--- config.mk ---
export PLATFORM = sky130hd
export DESIGN_NAME = multu_hilo_unit
export DESIGN_NICKNAME = d
export VERILOG_FILES = /design/src/rtl/multu_hilo_unit.sv
export SDC_FILE = /design/constraint.sdc
export NUM_CORES = 1
export LEC_CHECK = 0
export BUFFER_PORTS_ARGS = -buffer_cell sky130_fd_sc_hd__buf_2
export CAP_MARGIN = 40
export CORE_MARGIN = 2
export CORE_UTILIZATION = 40
export CTS_CLUSTER_DIAMETER = 80
export CTS_CLUSTER_SIZE = 12
export DETAILED_ROUTE_END_ITERATION = 8
export GPL_TIMING_DRIVEN = 0
export PLACE_DENSITY_LB_ADDON = 0.08
export SLEW_MARGIN = 20
export SYNTH_ARGS = -nofsm -noshare
export SYNTH_HDL_FRONTEND = slang
export SYNTH_SLANG_ARGS = --single-unit
export TNS_END_PERCENT = 10
--- constraint.sdc ---
create_clock -name clk -period 5.3 [get_ports clk]
set_input_delay 1.59 -clock clk [delete_from_list [all_inputs] [get_ports clk]]
set_output_delay 1.59 -clock clk [all_outputs]
set_load 0.01 [all_outputs]
--- src/rtl/multu_hilo_unit.sv ---
// Execute-stage unsigned multiply / HI-LO unit.
// Performs an iterative shift-add multiply (multu) or multiply-accumulate (maddu)
// into HI:LO, serves mfhi/mflo reads, and stalls EX while a multiply is in flight.
module multu_hilo_unit #(
  parameter int unsigned WIDTH = 32
) (
  input  logic             clk,
  input  logic             rst_n,
  input  logic             en,
  input  logic             flush,
  input  logic [1:0]       mul,
  input  logic [1:0]       sel,
  input  logic [WIDTH-1:0] opa,
  input  logic [WIDTH-1:0] opb,
  output logic [WIDTH-1:0] dout,
  output logic             busy,
  output logic             stall,
  output logic             done,
  output logic [WIDTH-1:0] hi,
  output logic [WIDTH-1:0] lo
);

  localparam int unsigned PW    = 2 * WIDTH;
  localparam int unsigned CNT_W = $clog2(WIDTH + 1);

  typedef enum logic [1:0] {
    S_IDLE = 2'd0,
    S_RUN  = 2'd1,
    S_WB   = 2'd2
  } state_t;

  localparam logic [1:0] OP_MULTU = 2'b01;
  localparam logic [1:0] OP_MADDU = 2'b10;
  localparam logic [1:0] SEL_HI   = 2'b01;
  localparam logic [1:0] SEL_LO   = 2'b10;

  state_t             state_q, state_d;
  logic [CNT_W-1:0]   cnt_q, cnt_d;
  logic [PW-1:0]      mcand_q, mcand_d;
  logic [WIDTH-1:0]   mplier_q, mplier_d;
  logic [PW-1:0]      prod_q, prod_d;
  logic               maddu_q, maddu_d;
  logic [WIDTH-1:0]   hi_q, hi_d;
  logic [WIDTH-1:0]   lo_q, lo_d;
  logic               done_q, done_d;

  logic               mul_req;
  logic               rd_hi;
  logic               rd_lo;
  logic               accept;
  logic               last_iter;

  // Request decode: a valid mul code wins over sel; reserved codes are no request.
  always_comb begin
    mul_req   = en && ((mul == OP_MULTU) || (mul == OP_MADDU));
    rd_hi     = en && (mul == 2'b00) && (sel == SEL_HI);
    rd_lo     = en && (mul == 2'b00) && (sel == SEL_LO);
    accept    = (state_q == S_IDLE) && mul_req && !flush;
    last_iter = (cnt_q == CNT_W'(WIDTH - 1));
  end

  // State register.
  always_ff @(posedge clk or negedge rst_n) begin
    if (!rst_n) begin
      state_q <= S_IDLE;
    end else begin
      state_q <= state_d;
    end
  end

  // Next-state logic; flush abandons RUN/WB without writeback.
  always_comb begin
    state_d = state_q;
    unique case (state_q)
      S_IDLE: if (accept) state_d = S_RUN;
      S_RUN: begin
        if (flush)          state_d = S_IDLE;
        else if (last_iter) state_d = S_WB;
      end
      S_WB:    state_d = S_IDLE;
      default: state_d = S_IDLE;
    endcase
  end

  // Datapath next values: operand capture, shift-add step, HI:LO writeback.
  always_comb begin
    cnt_d    = cnt_q;
    mcand_d  = mcand_q;
    mplier_d = mplier_q;
    prod_d   = prod_q;
    maddu_d  = maddu_q;
    hi_d     = hi_q;
    lo_d     = lo_q;
    done_d   = 1'b0;
    unique case (state_q)
      S_IDLE: begin
        if (accept) begin
          mcand_d  = PW'(opa);
          mplier_d = opb;
          prod_d   = '0;
          cnt_d    = '0;
          maddu_d  = (mul == OP_MADDU);
        end
      end
      S_RUN: begin
        if (!flush) begin
          if (mplier_q[0]) prod_d = prod_q + mcand_q;
          mcand_d  = mcand_q << 1;
          mplier_d = mplier_q >> 1;
          cnt_d    = cnt_q + CNT_W'(1);
        end
      end
      S_WB: begin
        if (!flush) begin
          // Accumulate wraps modulo 2^(2*WIDTH); the carry out is dropped.
          {hi_d, lo_d} = maddu_q ? ({hi_q, lo_q} + prod_q) : prod_q;
          done_d       = 1'b1;
        end
      end
      default: ;
    endcase
  end

  // Datapath registers; reset clears everything immediately, even mid-multiply.
  always_ff @(posedge clk or negedge rst_n) begin
    if (!rst_n) begin
      cnt_q    <= '0;
      mcand_q  <= '0;
      mplier_q <= '0;
      prod_q   <= '0;
      maddu_q  <= 1'b0;
      hi_q     <= '0;
      lo_q     <= '0;
      done_q   <= 1'b0;
    end else begin
      cnt_q    <= cnt_d;
      mcand_q  <= mcand_d;
      mplier_q <= mplier_d;
      prod_q   <= prod_d;
      maddu_q  <= maddu_d;
      hi_q     <= hi_d;
      lo_q     <= lo_d;
      done_q   <= done_d;
    end
  end

  // Outputs: read mux and stall are combinational, the rest come from flops.
  always_comb begin
    busy  = (state_q != S_IDLE);
    stall = busy && (mul_req || rd_hi || rd_lo);
    if (rd_hi)      dout = hi_q;
    else if (rd_lo) dout = lo_q;
    else            dout = '0;
    done  = done_q;
    hi    = hi_q;
    lo    = lo_q;
  end

endmodule

==> results_dict.tcl, run 1 <==
set metrics [dict create \
    cts_tree "yes" \
    initial_core_util_pct 40.7 \
    finalCritPeriodShare_pct 98.0 \
    overflow 0 \
    critical_path_required_ns 3.71 \
    diodes 0 \
    synth_edf_count 0 \
    dieArea_um2 44600 \
    grt_start_max_net_pins 94 \
    instances_no_fill 2780 \
    portBuffers 170 \
    hpwl_mm 44.7 \
    peakVddDrop_mv 0.223 \
    rsz0062_at_grt "false" \
    p_leak_nw 9.22 \
    netSwitchingPower_w 0.00286 \
    ios 171 \
    drc 0 \
    nets 2437 \
    drv_cap 0 \
    clk_pin_slew_ns 0.06 \
    slew_headroom_pct 44.1 \
    clkPwrFrac_pct 24.5 \
    fp.dieW_um 211 \
    syn_nets 2231 \
    seqPwrFrac_pct 34.5 \
    ant_nets 0 \
    drt_wl_total_mm 56.0 \
    yosysWarnings 0 \
    crit_start "mul[0]" \
    yosysTopAreaCell "dfrtp_1" \
    via_per_inst 5.68 \
    netlist.area_leader.share_pct 34.1 \
    cp_slowest_cell "clkbuf_1" \
    grt_pass1_wl_mm 87.0 \
    numClockSinks 234 \
    combinationalPowerShare_pct 41.0 \
    netlist_top_cells_area "dfrtp_1 (34%), ha_1 (9.4%), mux2i_1 (6.6%), a21oi_1 (6.3%), nand2_1 (6.0%)" \
    arrival_ns 3.61 \
    via_count 15800 \
    cts_buffers 25 \
    clk_path_buf_depth 3 \
    place_inst 2745 \
    cp-start-kind "primary input" \
    synthDistinctLibCells 79 \
    internal_power_w 0.00424 \
    ys_seq_area_share_pct 34.1 \
    clock.fmax_ghz 0.192 \
    syn_inst 2028 \
    core_um2 42100 \
    clock_latency_ns 0.56 \
    powerDensity_nw_per_um2 362 \
    hold_class "reg -> reg" \
    track_usage_pct 25.0 \
    final_core_util_pct 46.5 \
    hold_viol 0 \
    whs_ns 0.520 \
    tightest_slew_ns 0.838 \
    min_period_ns 5.20 \
    syn_area_per_cell_um2 8.46 \
    tns_ns 0 \
    slew_violations 0 \
    drive_above_1_share_pct 10.8 \
    avgRoutedWirePerCell_um 20.1 \
    worstPathCellList "buf_2 > inv_1 > ha_1 > nand2_1 > nor3b_4 > clkbuf_1 > a22o_1 > buf_2" \
    num_rows 75 \
    gp_congestion 0.954 \
    ys.flop_type "dfrtp_1" \
    setup_viol 0 \
    cp-end-kind "output port" \
    path_delay_family "buffers and inverters" \
    status "finished, final reports clean" \
    crit_fanout 10 \
    antenna_found_initial 0 \
    r2r-start "mcand_q[0]" \
    drtPass1Iterations 5 \
    swShare_pct 40.3 \
    total_power_w 0.00710 \
    cts.root.buffer_cell "clkbuf_16" \
    fin_skew_ns 0.0115 \
    critPathMostFrequentCell "buf_2" \
    final.fill_count 4116 \
    die_h_um 211 \
    synthArstFlopShare_pct 100 \
    slowest_delay_ns 0.49 \
    ys_ff_latch 234 \
    grt_pass1_vias 15100 \
    drt_iter0_drc 919 \
    postCtsSetupBuffers 0 \
    htree_levels 1 \
    synthToLayoutAreaGrowth_pct 14.1 \
    hp-start "cnt_q[0]" \
    crit_type "in -> out" \
    path_buf_inv 4 \
    syn_area_um2 17200 \
]
## area by class of cell
cell class	count	area (um2)	share of cell area [%]
timing repair buffer	179	973	4.97
sequential	234	5860	29.9
buffer	107	409	2.09
multi-input combinational	1649	10800	55.0
tap	539	674	3.44
clock buffer	27	653	3.34
inverter	38	143	0.729
clock inverter	7	96.3	0.492
## power groups by stage
stage / Clock [W] / Combinational [W] / Sequential, W
finish: 0.00174 / 0.00291 / 0.00245
global route: 0.00185 / 0.00324 / 0.00249
CTS: 0.00178 / 0.00288 / 0.00245
detailed placement: 0 / 0.00287 / 0.00248
global placement: 0 / 0.00281 / 0.00247
floorplan: 0 / 0.00223 / 0.00230
## layout by cell type, fill, tap and decap left out, drive strengths merged, types with 6 or more instances in the layout
cell type,netlist,layout
nand2,274,274
a31oi,17,17
and2,11,11
nand2b,9,9
o31ai,11,11
nor2,147,147
buf,23,202
nor2b,12,12
and3,13,13
mux2i,113,113
dfrtp,234,234
nand4,24,24
o211ai,9,9
o21ai,230,230
nand3,26,26
or4,6,6
xnor2,72,72
a21oi,219,219
or3,6,6
xor2,44,44
inv,37,38
nor3,21,21
clkbuf,84,111
a21o,78,78
o21bai,30,30
nor3b,12,12
o21a,8,8
a22o,38,38
a211oi,9,9
a221oi,8,8
ha,129,129
## Yosys cell counts, drive strengths merged, types with 8 or more instances
master and count:
buf 23, nor3b 12, inv 37, a22o 38, o21bai 30, a221oi 8, nand4 24, clkbuf 84
a31oi 17, a211oi 9, xnor2 72, nand2b 9, nor3 21, nor2 147, nor2b 12, dfrtp 234
a21o 78, and2 11, nand3 26, o31ai 11, mux2i 113, ha 129, a21oi 219, o21a 8
o211ai 9, and3 13, nand2 274, xor2 44, o21ai 230
## logic make-up after synthesis
logic type               share of synthesized area, %
AO/OA/AOI/OAI                                    25.3
adder cells (fa/ha/maj)                          9.64
AND/OR/NAND/NOR                                  15.0
flip-flops                                       34.1
multiplexers                                     6.79
buffers and inverters                            3.22
XOR/XNOR                                         5.92
## flip-flops by register name (all words and copies together) (netlist names)
name and flops:
prod_q 64, hi 32, cnt_q 6, done 1
mcand_q 64, state_q 2, mplier_q 32, lo 32
maddu_q 1
## final timing paths
kind	end	slack (ns)	depth (start not counted)
hold / removal	cnt_q[0]	0.52	1
min in group asynchronous	mcand_q[15]	0.96	1
max in group asynchronous	mcand_q[56]	3.41	2
hold reg to reg	cnt_q[0]	0.52	1
setup / recovery	dout[3]	0.10	8
setup reg to reg	prod_q[62]	1.62	14
## per-layer routing
metal | GRT usage (%) | up-vias | wire length [um]
met3 | 3.49 | 84 | 3010
li1 | - | 7759 | -
met5 | 0 | - | 0
met2 | 39.7 | 396 | 24800
met4 | 7.92 | 0 | 1720
met1 | 35.1 | 7539 | 26500
## through the flow
stage               cell area (um2)  setup WS, ns
floorplan                     17200         0.910
global placement              18700         -1.79
detailed placement            18800        0.0587
CTS                           19600        0.0581
global route                  19600        0.0442
finish                        19600         0.103
## repair_timing
| item | CTS | global route |
|---|---|---|
| endpoints found under the setup margin | 0 | 12 |
| hold buffers | 0 | 0 |
| gates resized for setup | 0 | 2 |
| hold endpoints to repair | 0 | 0 |
(Power assumes the default switching activity.)
==> inputs of run 2 (changes only) <==
--- a/config.mk
+++ b/config.mk
@@ -9,6 +9,7 @@
 export CAP_MARGIN = 40
 export CORE_MARGIN = 2
 export CORE_UTILIZATION = 40
+export CTS_BUF_LIST = sky130_fd_sc_hd__clkbuf_2
 export CTS_CLUSTER_DIAMETER = 80
 export CTS_CLUSTER_SIZE = 12
 export DETAILED_ROUTE_END_ITERATION = 8
==> run 2 against run 1 <==
  * Clock power down 48%
  * Worst hold slack worse by 0.024 ns
  * Critical path type unchanged
  * Core utilization shrank 1.2 points
  * Cell area is 2.7% lower
  * Sequential power barely moved
  * Fmax increased by 0.55%
  * Sequential share of layout area grew 0.82 points
  * Register-to-register slack is essentially flat
  * Largest power group unchanged
==> results_dict.tcl, run 2 (synthesis gave the netlist of run 1 again) <==
set metrics [dict create \
    status "finished, final reports clean" \
    cts_tree "yes" \
    antenna_found_initial 3 \
    worstPathCellList "buf_2 > inv_1 > ha_1 > nand2_1 > nor3b_4 > clkbuf_1 > a22o_1 > buf_2" \
    critPathMostFrequentCell "buf_2" \
    ant_nets 0 \
    via_count 15700 \
    seqPwrFrac_pct 39.0 \
    hpwl_mm 44.7 \
    grt_pass1_wl_mm 86.8 \
    crit_fanout 10 \
    cts_buffers 25 \
    netSwitchingPower_w 0.00276 \
    path_delay_family "buffers and inverters" \
    r2r_slack_ns 1.63 \
    rsz0062_at_grt "false" \
    cp-start-kind "primary input" \
    grt_pass1_vias 15100 \
    critical_path_required_ns 3.71 \
    avgRoutedWirePerCell_um 20.1 \
    clock.fmax_ghz 0.193 \
    top_layer "met5" \
    swShare_pct 44.1 \
    drt-met1-wl_mm 26.6 \
    clkPwrFrac_pct 14.5 \
    layout_common_cells "nand2_1 (273), dfrtp_1 (234), a21oi_1 (215)" \
    slowest_delay_ns 0.47 \
    track_usage_pct 25.0 \
    r2r_cells 14 \
    powerDensity_nw_per_um2 328 \
    die_h_um 211 \
    core_um2 42100 \
    drv_cap 0 \
    finalCritPeriodShare_pct 97.5 \
    arrival_ns 3.58 \
    met3_length_mm 2.62 \
    cp_slowest_cell "nor3b_4" \
    numClockSinks 234 \
    clk_pin_slew_ns 0.22 \
    whs_ns 0.496 \
    met2WireLength_mm 24.6 \
    min_period_ns 5.17 \
    r2r-start "mcand_q[0]" \
    initial_core_util_pct 40.7 \
    drt_wl_total_mm 55.8 \
    gp_congestion 0.954 \
    nets 2437 \
    drt_iter0_drc 890 \
    p_leak_nw 9.00 \
    hold_viol 0 \
    final_core_util_pct 45.2 \
    top_regs "mcand_q: 64 flops, prod_q: 64 flops" \
    drtPass1Iterations 5 \
    grt_start_max_net_pins 94 \
    drc 0 \
    hold_class "in -> async" \
    cp-end-kind "output port" \
    synthToLayoutAreaGrowth_pct 11.1 \
    hold_buffers 0 \
    internal_power_w 0.00350 \
    fp.dieW_um 211 \
    via_per_inst 5.66 \
    crit_type "in -> out" \
    fin_skew_ns 0.0763 \
    cts.root.buffer_cell "clkbuf_2" \
    slew_headroom_pct 45.3 \
    drive_above_1_share_pct 10.7 \
    combinationalPowerShare_pct 46.4 \
    tightest_slew_ns 0.821 \
    setup_viol 0 \
    htree_levels 1 \
    clk_path_buf_depth 3 \
    final_common_cell "nand2_1" \
    path_buf_inv 4 \
    overflow 0 \
    slew_violations 0 \
    clock_latency_ns 1.04 \
    num_rows 75 \
    ios 171 \
    path_depth 8 \
    peakVddDrop_mv 0.180 \
    r2r_end "prod_q[62]" \
    portBuffers 170 \
    dieArea_um2 44600 \
]
-- run 2: cell types whose count changed in the layout (fill, tap and decap cells not counted) --
cell / delta
inv_6: -1
inv_2: +1
clkinv_1: +2
diode_2: +2
clkbuf_8: -2
clkbuf_2: +25
clkbuf_16: -25
-- run 2: layout make-up --
class | count | area [um2]
clock inverter | 9 | 98.8
multi-input combinational | 1649 | 10800
inverter | 38 | 143
buffer | 107 | 409
clock buffer | 25 | 125
sequential | 234 | 5860
fill | 4191 | 23100
timing repair buffer | 179 | 973
antenna | 2 | 5.00
tap | 539 | 674
-- run 2: how the worst max path moves through the flow --
stage | slack, ns | end | startpoint
finish | 0.13 | dout[3] | mul[0]
global route | 0.04 | dout[3] | mul[0]
CTS | 0.06 | dout[3] | mul[0]
detailed placement | 0.06 | dout[3] | mul[0]
global placement | -1.79 | mcand_q[56] | rst_n
floorplan | 0.91 | dout[10] | mul[0]
-- run 2: timing repair --
item | in CTS | in global routing
resized for setup | 0 | 2
endpoints found under the setup margin | 0 | 13
setup buffers | 0 | 0
-- run 2: routing by layer --
| layer | vias to the layer above | global-route usage, % |
|---|---|---|
| li1 | 7762 | - |
| met1 | 7533 | 35.0 |
| met2 | 356 | 39.5 |
| met3 | 86 | 3.57 |
| met4 | 4 | 8.47 |
| met5 | - | 0 |
-- run 2: power by group through the flow --
stage	Combinational [W]	Sequential [W]	Clock, W
global route	0.00324	0.00248	0.00101
detailed placement	0.00287	0.00248	0
floorplan	0.00223	0.00230	0
global placement	0.00281	0.00247	0
finish	0.00291	0.00244	0.000909
CTS	0.00288	0.00244	0.000950
-- run 2: through the flow --
stage                     total power (W)  setup TNS (ns)  std cells  setup slack, ns  cell area [um2]
after floorplan                   0.00453               0       2028            0.910            17200
after global placement            0.00528         -431.10       2737            -1.79            18700
after detailed placement          0.00535               0       2745           0.0587            18800
after CTS                         0.00627               0       2779           0.0581            19000
after global routing              0.00674               0       2782           0.0398            19100
final                             0.00626               0       2782            0.132            19100
